File: src/rtl/dmem_pkg.sv
// Shared widths and request types for the vector data-memory arbiter.
package dmem_pkg;
  localparam int unsigned DEF_DATA_SLOTS = 64;
  localparam int unsigned DEF_VECT_SIZE  = 8;
  localparam int unsigned DEF_ELEM_SIZE  = 8;
  localparam int unsigned DW             = DEF_ELEM_SIZE * DEF_VECT_SIZE;
  localparam int unsigned IDX_W          = $clog2(DEF_DATA_SLOTS);

  typedef logic [DW-1:0] vword_t;

  typedef struct packed {
    logic   we;
    vword_t addr;
    vword_t wdata;
  } dmem_req_t;
endpackage

File: src/rtl/dmem_arbiter_rr.sv
// Round-robin arbiter: one-hot grant starting the search at rr_ptr.
module rr_arbiter #(
  parameter int unsigned NUM_REQ = 2
) (
  input  logic                       clk,
  input  logic                       rst_n,
  input  logic [NUM_REQ-1:0]         req_c,
  output logic [NUM_REQ-1:0]         grant_c,
  output logic [$clog2(NUM_REQ)-1:0] grant_idx_c,
  output logic                       any_grant_c
);
  localparam int unsigned GIDX_W = $clog2(NUM_REQ);

  logic [GIDX_W-1:0] rr_ptr;

  // First valid requester at or after rr_ptr, wrapping.
  always_comb begin
    grant_c     = '0;
    grant_idx_c = '0;
    any_grant_c = 1'b0;
    for (int unsigned k = 0; k < NUM_REQ; k++) begin
      if (!any_grant_c && req_c[GIDX_W'((32'(rr_ptr) + k) % NUM_REQ)]) begin
        any_grant_c = 1'b1;
        grant_idx_c = GIDX_W'((32'(rr_ptr) + k) % NUM_REQ);
        grant_c[GIDX_W'((32'(rr_ptr) + k) % NUM_REQ)] = 1'b1;
      end
    end
  end

  always_ff @(posedge clk or negedge rst_n) begin
    if (!rst_n) begin
      rr_ptr <= '0;
    end else if (any_grant_c) begin
      rr_ptr <= (grant_idx_c == GIDX_W'(NUM_REQ - 1)) ? '0 : grant_idx_c + GIDX_W'(1);
    end
  end
endmodule

File: src/rtl/dmem_arbiter.sv
// Single-port dmem sharing: round-robin grant, range check, registered response.
module dmem_arbiter
  import dmem_pkg::*;
#(
  parameter int unsigned DATA_SLOTS = DEF_DATA_SLOTS,
  parameter int unsigned VECT_SIZE  = DEF_VECT_SIZE,
  parameter int unsigned ELEM_SIZE  = DEF_ELEM_SIZE,
  parameter int unsigned NUM_REQ    = 2
) (
  input  logic                                   clk,
  input  logic                                   rst_n,
  input  logic                                   en,
  input  logic [NUM_REQ-1:0]                     req_valid,
  output logic [NUM_REQ-1:0]                     req_ready,
  input  logic [NUM_REQ-1:0]                     req_we,
  input  logic [NUM_REQ*ELEM_SIZE*VECT_SIZE-1:0] req_addr,
  input  logic [NUM_REQ*ELEM_SIZE*VECT_SIZE-1:0] req_wdata,
  output logic [NUM_REQ-1:0]                     resp_valid,
  output logic [ELEM_SIZE*VECT_SIZE-1:0]         resp_rdata,
  output logic                                   resp_err,
  output logic                                   mem_we,
  output logic [ELEM_SIZE*VECT_SIZE-1:0]         mem_a,
  output logic [ELEM_SIZE*VECT_SIZE-1:0]         mem_wd,
  input  logic [ELEM_SIZE*VECT_SIZE-1:0]         mem_rd
);
  localparam int unsigned DATA_W = ELEM_SIZE * VECT_SIZE;
  localparam int unsigned GIDX_W = $clog2(NUM_REQ);
  localparam logic [DATA_W-3:0] SLOT_LIMIT = (DATA_W-2)'(DATA_SLOTS);

  logic [NUM_REQ-1:0] grant_c;
  logic [GIDX_W-1:0]  grant_idx_c;
  logic               any_grant_c;
  logic               sel_we_c;
  logic [DATA_W-1:0]  sel_addr_c;
  logic [DATA_W-1:0]  sel_wdata_c;
  logic               err_c;

  rr_arbiter #(.NUM_REQ(NUM_REQ)) u_rr (
    .clk         (clk),
    .rst_n       (rst_n),
    .req_c       (req_valid & {NUM_REQ{en}}),
    .grant_c     (grant_c),
    .grant_idx_c (grant_idx_c),
    .any_grant_c (any_grant_c)
  );

  // Winner's request fields; all zero when nobody is granted.
  always_comb begin
    sel_we_c    = 1'b0;
    sel_addr_c  = '0;
    sel_wdata_c = '0;
    for (int unsigned k = 0; k < NUM_REQ; k++) begin
      if (any_grant_c && (32'(grant_idx_c) == k)) begin
        sel_we_c    = req_we[k];
        sel_addr_c  = req_addr[k*DATA_W +: DATA_W];
        sel_wdata_c = req_wdata[k*DATA_W +: DATA_W];
      end
    end
  end

  // Full word index is compared, so stray upper address bits also flag an error.
  assign err_c     = any_grant_c && (sel_addr_c[DATA_W-1:2] >= SLOT_LIMIT);
  assign req_ready = grant_c;
  assign mem_a     = sel_addr_c;
  assign mem_wd    = sel_wdata_c;
  assign mem_we    = sel_we_c & ~err_c;

  always_ff @(posedge clk or negedge rst_n) begin
    if (!rst_n) begin
      resp_valid <= '0;
      resp_rdata <= '0;
      resp_err   <= 1'b0;
    end else begin
      resp_valid <= grant_c;
      resp_err   <= err_c;
      resp_rdata <= (any_grant_c && !sel_we_c && !err_c) ? mem_rd : '0;
    end
  end
endmodule

File: config.mk
export PLATFORM = sky130hd
export DESIGN_NAME = dmem_arbiter
export DESIGN_NICKNAME = d
export VERILOG_FILES = /design/src/rtl/dmem_pkg.sv /design/src/rtl/dmem_arbiter_rr.sv /design/src/rtl/dmem_arbiter.sv
export SDC_FILE = /design/constraint.sdc
export NUM_CORES = 1
export LEC_CHECK = 0
export CORE_AREA = 2 2 204 206
export CTS_CLUSTER_DIAMETER = 100
export DETAILED_ROUTE_END_ITERATION = 16
export DIE_AREA = 0 0 206 208
export SLEW_MARGIN = 10
export SYNTH_ARGS = -nofsm -noshare
export SYNTH_HDL_FRONTEND = slang
export SYNTH_SLANG_ARGS = --single-unit
File: constraint.sdc
create_clock -name clk -period 3.9 [get_ports clk]
set_clock_uncertainty 0.15 [all_clocks]
set_input_delay 0.78 -clock clk [delete_from_list [all_inputs] [get_ports clk]]
set_output_delay 0.78 -clock clk [all_outputs]
set_load 0.02 [all_outputs]
==> results.json, run 1 <==
{
  "status": "completed",
  "p_int_w": 0.00189,
  "final_cell_mix": "clkdlybuf4s50_1 (508), dfrtp_1 (68), a22o_1 (67)",
  "cp-end-kind": "output port",
  "leakagePower_nw": 4.10,
  "syn_nets": 838,
  "die_x_um": 206,
  "r2r_end": "resp_rdata[33]",
  "r2r_cells": 11,
  "async_flop_share_pct": 100,
  "coreArea_sq_um": 40600,
  "cts_tree": "done",
  "finalHoldViolCount": 0,
  "clkSinkCount": 68,
  "synth_seq_cells": 68,
  "vias": 6512,
  "netSwitchingFraction_pct": 31.9,
  "initial_core_util_pct": 11.8,
  "numPlacedInstances": 1552,
  "cap_violations": 0,
  "area_growth_pct": 134,
  "fillerInstances": 4323,
  "drtAntennaViolNets": 0,
  "min_period_ns": 3.84,
  "cp-start-kind": "input pin",
  "worstMarginPinSlew_ns": 0.988,
  "final.period_utilization_pct": 98.4,
  "drv_slew": 0,
  "ys.flop_type": "dfrtp_1",
  "path_buf_inv": 4,
  "ctsHtreeMaxLevel": 3,
  "clk_pin_slew_ns": 0.07,
  "pwr-share-comb_pct": 44.5,
  "place_congestion": 0.893,
  "final_nets": 1358,
  "grt_setup_unrepaired": "false",
  "fp-row-count": 74,
  "synth_edf_count": 0,
  "placed_cell_area_sq_um": 10900,
  "dieArea_sq_um": 42800,
  "fin_cells": 1567,
  "setup_viol": 0,
  "power_frac_seq_pct": 25.6,
  "avgSynthCellArea_sq_um": 9.36,
  "grt_first_pass_wirelength_um": 41600,
  "cpPeakStageDelay_ns": 0.61,
  "holdCritPathClass": "input pin to async pin",
  "powerDensity_nw_per_um2": 248,
  "antenna_found_initial": 0,
  "gr-total-overflow": 0,
  "switchingPower_w": 0.000887,
  "route.detailed.drc": 0,
  "p_clk_share_pct": 29.8,
  "yosysWarnings": 0,
  "crit_fanout": 20,
  "synth.distinct_cells": 25,
  "max-vdd-ir-drop_uv": 150,
  "syn_area_sq_um": 4780,
  "relSlewSlack_pct": 34.1,
  "clkLatencyLatePin_ns": 0.35,
  "cts-buffers-inserted": 9,
  "total_power_w": 0.00278,
  "reg2reg_from": "u_rr.rr_ptr",
  "clock_path_buffers": 2,
  "vias_per_cell": 4.16,
  "max_freq_mhz": 261,
  "io_buffer_count": 524,
  "grt_pass1_vias": 6782,
  "fin_ws_ns": 0.0625,
  "wl_um": 29100,
  "dp_hpwl_um": 23300,
  "dr.first_iter.drc_count": 355,
  "crit_arrival_ns": 2.91,
  "wl_per_cell_um": 18.5,
  "cp_top_family": "simple AND/OR/NAND/NOR gates",
  "reg2reg_slack_ns": 0.61,
  "insertedDiodeCount": 0,
  "dieHeight_um": 208,
  "setup.worst_path.class": "input pin to output port",
  "syn_inst": 511,
  "grt_usage_pct": 12.7,
  "mostFrequentLayoutCell": "clkdlybuf4s50_1",
  "pin_count": 525,
  "cpMaxStageDelayCell": "or4_4",
  "design_area_sq_um": 11200,
  "crit_required_ns": 2.97,
  "cts_setup_buffers": 0,
  "yosysSeqAreaShare_pct": 35.6,
  "critical_path.cell_chain": "clkdlybuf4s15_2 > a21boi_4 > buf_12 > a32o_1 > o21ai_2 > nand4_1 > or4_4 > nor3_4 > buf_6 > buf_4",
  "drive_above_1_share_pct": 13.5,
  "cts-root-buf": "clkbuf_16",
  "cp.depth": 10,
  "grt_max_degree": 69,
  "dr.pass1.iters": 8,
  "dp_slack_ns": -1.04
}
-- what timing repair did --
action	CTS	global route
endpoints found under the hold margin	0	0
endpoints found under the setup margin	78	8
pin swaps	4	3
hold buffers	0	0
resized for setup	16	12
-- per-layer routing --
layer | GRT usage [%] | vias to the layer above | wire length [um]
li1 | - | 3013 | -
met1 | 15.7 | 3120 | 12000
met2 | 21.3 | 344 | 14000
met3 | 3.31 | 35 | 2330
met4 | 4.51 | 0 | 734
met5 | 0 | - | 0
-- sequential cells by signal, indices dropped and copies added, names as in the netlist --
register and flops:
resp_err 1, resp_rdata 64, resp_valid 2, u_rr.rr_ptr 1
-- worst max path at each step --
stage	startpoint	end	slack, ns
4_1_cts	req_valid[0]	mem_we	0.005
5_1_grt	req_valid[0]	mem_we	0.005
6_report	req_valid[0]	mem_we	0.06
2_1_floorplan	req_valid[1]	mem_we	0.14
3_5_place_dp	req_valid[0]	mem_we	-1.04
3_3_place_gp	req_valid[0]	mem_we	-1.06
-- area by class of cell --
cell class / count / area, sq um / area share [%]
clock inverter: 4 / 50.0 / 0.446
multi-input combinational: 370 / 2760 / 24.6
tap: 532 / 666 / 5.94
clock buffer: 11 / 243 / 2.17
sequential: 68 / 1700 / 15.2
timing repair buffer: 582 / 5790 / 51.6
-- through the flow --
stage / setup TNS, ns / utilization (%) / hold slack [ns]
floorplan: 0 / - / 0.334
global placement: -23.27 / 26.8 / 0.552
detailed placement: -28.29 / 26.8 / 0.509
CTS: 0 / 27.6 / 0.438
global route: 0 / 27.6 / 0.483
finish: 0 / 27.6 / 0.417
-- cells by family (layout without fill, tap and decap cells) --
logic type,Yosys count,in the layout,share of synthesized area [%]
buffers and inverters,73,597,7.49
flip-flops,68,68,35.6
AND/OR/NAND/NOR,210,210,28.4
AO/OA/AOI/OAI,160,160,28.5
-- power groups by stage --
stage	clock network, W	registers [W]	logic [W]
2_1_floorplan	0	0.000727	0.000491
3_3_place_gp	0	0.000726	0.00123
3_5_place_dp	0	0.000725	0.00123
4_1_cts	0.000870	0.000713	0.00124
5_1_grt	0.000900	0.000713	0.00131
6_report	0.000830	0.000713	0.00124
-- synthesized netlist by cell type (3+ instances only) --
master,number,area (sq um)
dfrtp_1,68,1700
a22oi_1,6,45.0
nor2b_1,6,37.5
and2_1,57,357
clkbuf_1,39,146
buf_6,7,78.8
nor3_2,40,400
nand4_1,4,25.0
buf_1,4,15.0
a22o_1,67,587
nand2_1,5,18.8
buf_2,22,110
and4_1,3,26.3
nor3_1,25,125
a32o_1,56,561
o21ai_0,30,150
nand3_1,64,320
Power figures use the tool's default switching activity.
==> run 2, diff against run 1 <==
ABC_AREA = 1   (was not set)
CORE_AREA = 2 2 205 207   (was 2 2 204 206)
DIE_AREA = 0 0 207 209   (was 0 0 206 208)
==> results.json, run 2 <==
{
  "final_cell_mix": "clkdlybuf4s50_1 (452), nand2_1 (109), nand3_1 (81)",
  "powerDensity_nw_per_um2": 240,
  "synthTopCellsByArea": "dfrtp_1 (40%), a22o_1 (15%), nand2_1 (9.7%)",
  "fin_ws_ns": 0.0934,
  "crit_required_ns": 2.97,
  "io_buffer_count": 524,
  "syn_area_sq_um": 4270,
  "pwr-share-comb_pct": 39.2,
  "gr-total-overflow": 0,
  "cp_top_family": "buffers and inverters",
  "drt-met1-wl_um": 11000,
  "max_freq_mhz": 263,
  "antenna_found_initial": 2,
  "holdCritPathClass": "input pin to async pin",
  "netSwitchingFraction_pct": 29.4,
  "initial_core_util_pct": 10.3,
  "coreArea_sq_um": 41300,
  "yosysWarnings": 0,
  "pin_count": 525,
  "setup_viol": 0,
  "async_flop_share_pct": 100,
  "area_growth_pct": 159,
  "whs_ns": 0.436,
  "cts_tree": "done",
  "drv_slew": 0,
  "grt_setup_unrepaired": "true",
  "dp_hpwl_um": 21400,
  "syn_nets": 883,
  "dr.first_iter.drc_count": 303,
  "final_util_pct": 26.8,
  "clk_pin_slew_ns": 0.06,
  "cp.depth": 9,
  "p_int_w": 0.00187,
  "dr.pass1.iters": 4,
  "yosysMostFrequentCell": "nand2_1",
  "power_frac_seq_pct": 26.8,
  "cp-startpoint": "en",
  "cts-root-buf": "clkbuf_16",
  "crit_fanout": 25,
  "multi_input_area_sq_um": 2060,
  "worstMarginPinSlew_ns": 0.910,
  "dieHeight_um": 209,
  "cpPeakStageDelay_ns": 0.54,
  "top_register": "resp_rdata",
  "finalHoldViolCount": 0,
  "switchingPower_w": 0.000780,
  "critical_path.cell_chain": "clkdlybuf4s50_1 > nand2_2 > buf_4 > a21oi_4 > buf_12 > buf_4 > bufbuf_16 > a22o_1 > dlygate4sd2_1",
  "p_clk_share_pct": 34.1,
  "reg2reg_from": "u_rr.rr_ptr",
  "r2r_cells": 14,
  "final.period_utilization_pct": 97.6,
  "yosysSeqAreaShare_pct": 39.8,
  "cp-start-kind": "input pin",
  "cts-buffers-inserted": 9,
  "met3WireLength_um": 2220,
  "largest_reg_flops": 64,
  "crit_arrival_ns": 2.88,
  "cts_hold_buf": 0,
  "fillerInstances": 4513,
  "top_layer": "met4",
  "routed-wl-met2_um": 12600,
  "cap_violations": 0,
  "drtAntennaViolNets": 0,
  "path_buf_inv": 6,
  "grt_usage_pct": 11.3,
  "cpMaxStageDelayCell": "clkdlybuf4s50_1",
  "setup.worst_path.end": "mem_wd[26]",
  "synth_edf_count": 0,
  "clock_path_buffers": 2,
  "synth_top_area_cell": "dfrtp_1",
  "clkSinkCount": 68,
  "grt_pass1_vias": 6171,
  "min_period_ns": 3.81,
  "clkLatencyLatePin_ns": 0.32,
  "synth.top_cells.by_count": "nand2_1 (110), nand3_1 (81), inv_1 (74)",
  "synth_top_area_share_pct": 39.8,
  "grt_first_pass_wirelength_um": 37800,
  "ctsHtreeMaxLevel": 3,
  "dp_slack_ns": -0.414,
  "cp-end-kind": "output port",
  "regArea_sq_um": 1700,
  "place_congestion": 0.925,
  "relSlewSlack_pct": 39.4,
  "ys.flop_type": "dfrtp_1",
  "avgSynthCellArea_sq_um": 7.68,
  "setup.worst_path.class": "input pin to output port",
  "drive_above_1_share_pct": 15.4,
  "wl_um": 26400,
  "critPathMostFrequentCell": "buf_4",
  "r2r_end": "resp_rdata[17]",
  "syn_inst": 556,
  "vias": 6181,
  "reg2reg_slack_ns": 1.24,
  "fp-row-count": 75,
  "dieArea_sq_um": 43300,
  "status": "completed",
  "route.detailed.drc": 0,
  "mostFrequentLayoutCell": "clkdlybuf4s50_1",
  "top_regs": "resp_rdata (64), resp_valid (2)",
  "cts_setup_buffers": 0,
  "wl_per_cell_um": 15.7,
  "synth_seq_cells": 68,
  "vias_per_cell": 3.68,
  "max-vdd-ir-drop_uv": 204,
  "leakagePower_nw": 5.24,
  "final_nets": 1462,
  "synth.distinct_cells": 17,
  "grt_max_degree": 69,
  "die_x_um": 207
}
[run 2: repair_timing]
action	4_1_cts	5_1_grt
hold endpoints to repair	0	0
pin swaps	0	2
setup endpoints to repair	67	27
cloned	1	1
resized for setup	68	28
[run 2: how the worst min path moves through the flow]
stage | from | slack (ns) | endpoint
after floorplan | rst_n | 0.33 | resp_err
after global placement | u_rr.rr_ptr | 0.41 | u_rr.rr_ptr
after detailed placement | u_rr.rr_ptr | 0.42 | u_rr.rr_ptr
after CTS | u_rr.rr_ptr | 0.44 | u_rr.rr_ptr
after global routing | u_rr.rr_ptr | 0.46 | u_rr.rr_ptr
final | rst_n | 0.44 | resp_rdata[15]
[run 2: final cells by class]
class / instances / share of cell area, %
clock buffer: 11 / 2.19
sequential: 68 / 15.4
multi-input combinational: 371 / 18.7
tap: 539 / 6.09
inverter: 77 / 2.61
antenna: 2 / 0.0452
clock inverter: 5 / 0.757
timing repair buffer: 608 / 54.3
[run 2: cell families after synthesis]
family | share of synthesized area [%]
compound gates | 15.2
buf+inv | 12.3
flops | 39.8
simple gates | 32.6
[run 2: routing by layer]
layer | vias up | GRT usage [%]
met2 | 356 | 18.6
met3 | 27 | 2.77
met4 | 0 | 2.96
met5 | - | 0
met1 | 2841 | 14.8
li1 | 2957 | -
[run 2: through the flow]
step | total power, W | TNS (ns) | cells | area (sq um)
2_1_floorplan | 0.00107 | 0 | 556 | 4270
3_3_place_gp | 0.00178 | -18.15 | 1661 | 10700
3_5_place_dp | 0.00178 | -18.70 | 1661 | 10700
4_1_cts | 0.00269 | 0 | 1678 | 11000
5_1_grt | 0.00279 | -0.0344 | 1681 | 11100
6_report | 0.00265 | 0 | 1681 | 11100
[run 2: power groups by stage]
stage	sequential [W]	clock, W	combinational [W]
2_1_floorplan	0.000724	0	0.000349
3_3_place_gp	0.000722	0	0.00106
3_5_place_dp	0.000723	0	0.00106
4_1_cts	0.000709	0.000943	0.00104
5_1_grt	0.000709	0.000973	0.00111
6_report	0.000710	0.000904	0.00104
[run 2: worst register-to-register path, delay by kind of cell (launching register included)]
kind                   cells  cell delay [ns]
flip-flops                 1             0.41
buffers and inverters      4             0.72
AND/OR/NAND/NOR           10             1.31
==> run 3, diff against run 2 <==
SLEW_MARGIN = 5   (was 10)
==> results of run 3 <==
Same layout as run 2: the final DEF is identical, and so are final timing and power.
